File: src/rtl/ysyx_23060124_mdu.sv
// ysyx_23060124_mdu: iterative RV M-extension multiply/divide unit (radix-2 shift-add / restoring divide).
// Define YSYX_23060124_MDU_FAST_MUL_EN to complete multiplies with a single-cycle combinational product.
module ysyx_23060124_mdu #(
    parameter int XLEN = 32
) (
    input  logic            clock,
    input  logic            reset,
    input  logic            flush,
    input  logic            in_valid,
    output logic            in_ready,
    input  logic [XLEN-1:0] src1,
    input  logic [XLEN-1:0] src2,
    input  logic [2:0]      opt,
    output logic            out_valid,
    input  logic            out_ready,
    output logic [XLEN-1:0] res
);
    typedef enum logic [1:0] {IDLE, CALC, DONE} state_t;
    localparam int CW = $clog2(XLEN) + 1;

    state_t            state_q, state_d;
    logic [CW-1:0]     cnt_q, cnt_d;
    logic [2*XLEN-1:0] p_q, p_d;
    logic [XLEN-1:0]   a_q, a_d, res_q, res_d;
    logic [2:0]        opt_q, opt_d;
    logic              neg_q, neg_d;

    logic              sa, sb, div_zero, div_ovf;
    logic [XLEN-1:0]   mag1, mag2;
    logic [XLEN:0]     mul_sum, div_rem, div_diff;
    logic [2*XLEN-1:0] step;

    // Both ops run on magnitudes; the sign is restored when the result is formed.
    assign sa       = src1[XLEN-1] && (opt[2] ? !opt[0] : (opt[0] ^ opt[1]));
    assign sb       = src2[XLEN-1] && (opt == 3'b001 || opt == 3'b100 || opt == 3'b110);
    assign mag1     = sa ? -src1 : src1;
    assign mag2     = sb ? -src2 : src2;
    assign div_zero = opt[2] && src2 == '0;
    assign div_ovf  = opt[2] && !opt[0] && src1 == {1'b1, {(XLEN-1){1'b0}}} && src2 == '1;

    // p_q holds {hi, lo}: {partial sum, multiplier} or {remainder, quotient/dividend}.
    assign mul_sum  = {1'b0, p_q[2*XLEN-1:XLEN]} + (p_q[0] ? {1'b0, a_q} : '0);
    assign div_rem  = p_q[2*XLEN-1:XLEN-1];
    assign div_diff = div_rem - {1'b0, a_q};
    assign step     = opt_q[2] ? (div_diff[XLEN] ? {div_rem[XLEN-1:0], p_q[XLEN-2:0], 1'b0}
                                                 : {div_diff[XLEN-1:0], p_q[XLEN-2:0], 1'b1})
                               : {mul_sum, p_q[XLEN-1:1]};

`ifdef YSYX_23060124_MDU_FAST_MUL_EN
    logic [2*XLEN-1:0] fast_p;
    assign fast_p = {{XLEN{1'b0}}, mag1} * {{XLEN{1'b0}}, mag2};
`endif

    function automatic logic [XLEN-1:0] fin(input logic [2*XLEN-1:0] p, input logic neg, input logic [2:0] op);
        logic [XLEN-1:0]   v;
        logic [2*XLEN-1:0] pp;
        v  = op[1] ? p[2*XLEN-1:XLEN] : p[XLEN-1:0];
        pp = neg ? -p : p;
        return op[2] ? (neg ? -v : v) : (op == 3'b000 ? pp[XLEN-1:0] : pp[2*XLEN-1:XLEN]);
    endfunction

    always_comb begin
        state_d = state_q;
        cnt_d   = cnt_q;
        p_d     = p_q;
        a_d     = a_q;
        opt_d   = opt_q;
        neg_d   = neg_q;
        res_d   = res_q;
        if (flush) begin
            state_d = IDLE;
        end else if (state_q == IDLE) begin
            if (in_valid) begin
                opt_d = opt;
                a_d   = opt[2] ? mag2 : mag1;
                p_d   = {{XLEN{1'b0}}, opt[2] ? mag1 : mag2};
                neg_d = (opt[2] && opt[1]) ? sa : sa ^ sb;
                cnt_d = CW'(XLEN);
                if (div_zero) begin
                    res_d   = opt[1] ? src1 : '1;
                    state_d = DONE;
                end else if (div_ovf) begin
                    res_d   = opt[1] ? '0 : src1;
                    state_d = DONE;
`ifdef YSYX_23060124_MDU_FAST_MUL_EN
                end else if (!opt[2]) begin
                    res_d   = fin(fast_p, sa ^ sb, opt);
                    state_d = DONE;
`endif
                end else begin
                    state_d = CALC;
                end
            end
        end else if (state_q == CALC) begin
            p_d   = step;
            cnt_d = cnt_q - 1'b1;
            if (cnt_q == CW'(1)) begin
                res_d   = fin(step, neg_q, opt_q);
                state_d = DONE;
            end
        end else if (out_ready) begin
            state_d = IDLE;
        end
    end

    always_ff @(posedge clock) begin
        if (reset) begin
            state_q <= IDLE;
            cnt_q   <= '0;
            p_q     <= '0;
            a_q     <= '0;
            opt_q   <= '0;
            neg_q   <= 1'b0;
            res_q   <= '0;
        end else begin
            state_q <= state_d;
            cnt_q   <= cnt_d;
            p_q     <= p_d;
            a_q     <= a_d;
            opt_q   <= opt_d;
            neg_q   <= neg_d;
            res_q   <= res_d;
        end
    end

    assign in_ready  = state_q == IDLE;
    assign out_valid = state_q == DONE;
    assign res       = res_q;
endmodule

File: config.mk
export PLATFORM = sky130hd
export DESIGN_NAME = ysyx_23060124_mdu
export DESIGN_NICKNAME = d
export VERILOG_FILES = /design/src/rtl/ysyx_23060124_mdu.sv
export SDC_FILE = /design/constraint.sdc
export NUM_CORES = 1
export LEC_CHECK = 0
export CAP_MARGIN = 30
export CORE_MARGIN = 3
export CORE_UTILIZATION = 30
export DETAILED_ROUTE_END_ITERATION = 8
export MAX_ROUTING_LAYER = met4
export SYNTH_ARGS = -nofsm -noshare
export SYNTH_HDL_FRONTEND = slang
export SYNTH_SLANG_ARGS = --single-unit
File: constraint.sdc
create_clock -name clock -period 7.2 [get_ports clock]
set_input_delay 0.72 -clock clock [delete_from_list [all_inputs] [get_ports clock]]
set_output_delay 0.72 -clock clock [all_outputs]
set_load 0.05 [all_outputs]
==> results by group <==
Timing
  • Min Clock Period, post-route: 6.36 ns
  • Final period util: 0.884
  • RSZ-0062 raised after global routing: false
  • Worst-case clock skew: 0.0165 ns
  • Final setup fails: 0
  • Slew headroom: 0.276
  • Final Hold Viols: 0
  • Worst slew pin tran: 1.08 ns
  • Setup TNS: 0 ns
  • Fmax: 157 MHz
  • Pins Over Slew Limit: 0

Place
  • Routability congestion estimate: 1.03
  • IO buf count: 105
  • HPWL Detailed: 69.0 mm

Synthesis
  • #FFs+latches synth: 140
  • Synth cell types: 108
  • Post-synth EDFFs: 0
  • Cell taking the most area after synthesis: dfxtp_1
  • Post-Syn Area: 18,300 um2
  • Post-synth ARST share: 0
  • Most frequent cell after synthesis: nor2_1
  • Largest cells by area after synthesis: dfxtp_1 15%, nor2_1 6.4%, nand2_1 5.9%
  • Avg Cell Area, Syn: 6.86 um2
  • Synth warn: 0
  • Synth top cells by count: 309 x nor2_1, 285 x nand2_1, 209 x a21oi_1
  • Main synth FF type: dfxtp_1
  • Register area share after synthesis: 0.154
  • Cells after Synth: 2,659
  • Synth Net Count: 2,807
  • Area share of the largest cell type after synthesis: 0.154

Die
  • Num ports: 106
  • Core area: 59,600 um2
  • Die Y-Extent: 253 um
  • Chip Width: 253 um
  • Initial Util: 0.306
  • Site row count: 89
  • Die area: 63,800 um2

Outcome
  • Failing checks: design-rule violations
  • Status: finished with violations

Worst setup path
  • WP buf/inv: 3
  • Most used cell, CP: nor2_1
  • Slowest cell delay on critical path: 0.63 ns
  • CP Class: reg -> reg
  • Worst EP required: 7.59 ns
  • Arrival @ worst endpoint: 6.75 ns
  • Crit-path leading delay family: simple AND/OR/NAND/NOR gates
  • CP max FO: 9
  • Critical Path Start: p_q[31]$_SDFFE_PP0P_
  • Worst Setup End Kind: flop
  • CP Launch Type: flop
  • Slowest stage cell, crit path: nor4_1
  • RR Startpoint: p_q[31]$_SDFFE_PP0P_
  • CP Cell Sequence: inv_1 -> ha_1 -> inv_1 -> fa_1 -> a211oi_2 -> o211ai_2 -> nand3_2 -> a211oi_2 -> o21ai_2 -> a31oi_2 -> buf_4 -> ha_1 -> o221ai_1 -> nor4_1 -> nand3_1 -> nor2_1 -> nand3_1 -> nor2_1 -> nand4_1 -> nor2_1 -> nor4b_1 -> mux2_2 -> a31oi_1

Clock tree
  • Post-CTS setup buffer count: 0
  • Post-cts resize count: 0
  • Max H-tree Level: 4
  • CTS clk-pin slew, worst paths: 0.07 ns
  • Total CTS buffers: 17
  • CTS Root Buffer Type: clkbuf_16
  • CTS tree: yes
  • # hold bufs at CTS: 0
  • Count of clock tree sinks: 140
  • Worst-Skew Late Latency: 0.47 ns
  • Longest Clk Path Bufs: 2

Global route
  • Pin count of the biggest net entering global routing: 93
  • First-pass GRT wire length: 128 mm
  • Global route overflow: 0
  • GRT Total Usage: 0.273
  • Initial antenna violation count: 6
  • Vias in the first global route: 19,200

Pwr
  • Pwr dens: 149 nW/um2
  • P_int: 1.74 mW
  • Switching pwr: 1.33 mW
  • Clock group share of total power: 0.287
  • VDD IR-drop max: 0.175 mV
  • Total power: 3.07 mW
  • Seq pwr share: 0.284
  • LEAKAGE: 7.55 nW
  • Switching share of power: 0.434
  • Logic pwr share: 0.429

Route
  • Vias post-DR: 21,500
  • Final antenna-violating net count: 0
  • Number of remaining DRC errors: 10
  • Routed WL: 87.8 mm
  • Drt initial violations: 3,258
  • Drt via density: 6.24
  • Drt wl/cell: 25.5 um
  • DR pass1 iterations: 9

Cells and area
  • Area added between synthesis and finish: 12.4%
  • Fillers: 6,453
  • Share of layout cells above drive strength 1: 0.0664
  • Nets: 2,800

Worst hold path
  • Hold crit path type: reg -> reg
  • Hold_sp: res[1]$_SDFFE_PP0P_

Flow run
  • Max-cap violation count: 0
## cell type report
cell class | instances | area [um2] | share of cell area
clock inverters | 7 | 63.8 | 0.00311
flip-flops and latches | 140 | 2810 | 0.137
diodes | 4 | 10.0 | 0.000488
inverters | 78 | 293 | 0.0143
repair buffers | 159 | 1470 | 0.0717
clock buffers | 25 | 485 | 0.0237
well taps | 773 | 967 | 0.0471
multi-input cells | 2256 | 14400 | 0.703
## metrics by stage
stage	cells	utilization	hold slack, ns	worst slack [ns]	area (um2)
3_5_place_dp	3406	0.335	0.454	1.15	20000
6_report	3442	0.344	0.459	0.837	20500
4_1_cts	3438	0.344	0.464	1.05	20500
5_1_grt	3441	0.344	0.481	0.442	20500
3_3_place_gp	3402	0.334	0.443	1.27	19900
2_1_floorplan	2659	-	0.440	2.24	18300
## power groups by stage
stage	Sequential (mW)	Clock (mW)	Combinational, mW
after floorplan	0.868	0	0.808
after global placement	0.884	0	1.27
after detailed placement	0.884	0	1.26
after CTS	0.867	0.885	1.27
after global routing	0.873	0.913	1.39
final	0.871	0.879	1.32
## worst reg2reg max path, cell delays in order (launching register included)
cell	delay, ns
dfxtp_1	0.48
inv_1	0.11
ha_1	0.22
inv_1	0.07
fa_1	0.27
a211oi_2	0.13
o211ai_2	0.17
nand3_2	0.15
a211oi_2	0.48
o21ai_2	0.11
a31oi_2	0.20
buf_4	0.21
ha_1	0.23
o221ai_1	0.22
nor4_1	0.63
nand3_1	0.29
nor2_1	0.28
nand3_1	0.29
nor2_1	0.20
nand4_1	0.22
nor2_1	0.22
nor4b_1	0.56
mux2_2	0.41
a31oi_1	0.12
## layout by cell type, fill, tap and decap left out, types with 21 or more instances in the layout
cell type	n
xnor2_1	87
nand2_1	285
o21ai_0	172
a21o_1	33
dfxtp_1	137
a211oi_1	61
nor4_1	31
nor2_1	306
o21a_1	23
clkdlybuf4s50_1	103
a31oi_1	37
o31ai_1	37
inv_1	74
nand3_1	65
buf_4	51
or3_1	22
maj3_1	22
xor2_1	73
o211ai_1	70
nand4_1	37
and2_1	59
a21oi_1	209
mux2i_1	60
ha_1	74
nor3_1	91
mux2_2	21
a22oi_1	28
and3_1	25
## routing by layer
| metal | track usage | part of all wire |
|---|---|---|
| met1 | 0.363 | 0.42 |
| met2 | 0.405 | 0.43 |
| met3 | 0.0596 | 0.10 |
| met4 | 0.0995 | 0.038 |
| met5 | - | 0 |
## sequential cells by signal (all words and copies together) (netlist names)
register,flops
res,32
state_q,2
neg_q,1
opt_q,3
cnt_q,6
a_q,32
p_q,64
## final timing paths
check,endpoint,slack (ns),cells after the start
worst max-delay path,res[30]$_SDFFE_PP0P_,0.84,23
worst min-delay path,res[1]$_SDFFE_PP0P_,0.46,2
worst max register to register,res[30]$_SDFFE_PP0P_,0.84,23
worst min register to register,res[1]$_SDFFE_PP0P_,0.46,2
## cells by family (layout without fill, tap and decap cells)
| logic type | Yosys count | count (layout) | share of synthesized area |
|---|---|---|---|
| AOI/OAI and AO/OA | 878 | 878 | 0.327 |
| adders and majority gates | 98 | 98 | 0.0650 |
| muxes | 83 | 83 | 0.0477 |
| and+or+nand+nor | 1037 | 1037 | 0.272 |
| DFF | 140 | 140 | 0.154 |
| other | 0 | 4 | 0 |
| xor gates and xnor gates | 160 | 160 | 0.0768 |
| buffers and inverters | 263 | 269 | 0.0584 |
No activity file was read; power rests on OpenSTA's default activity.
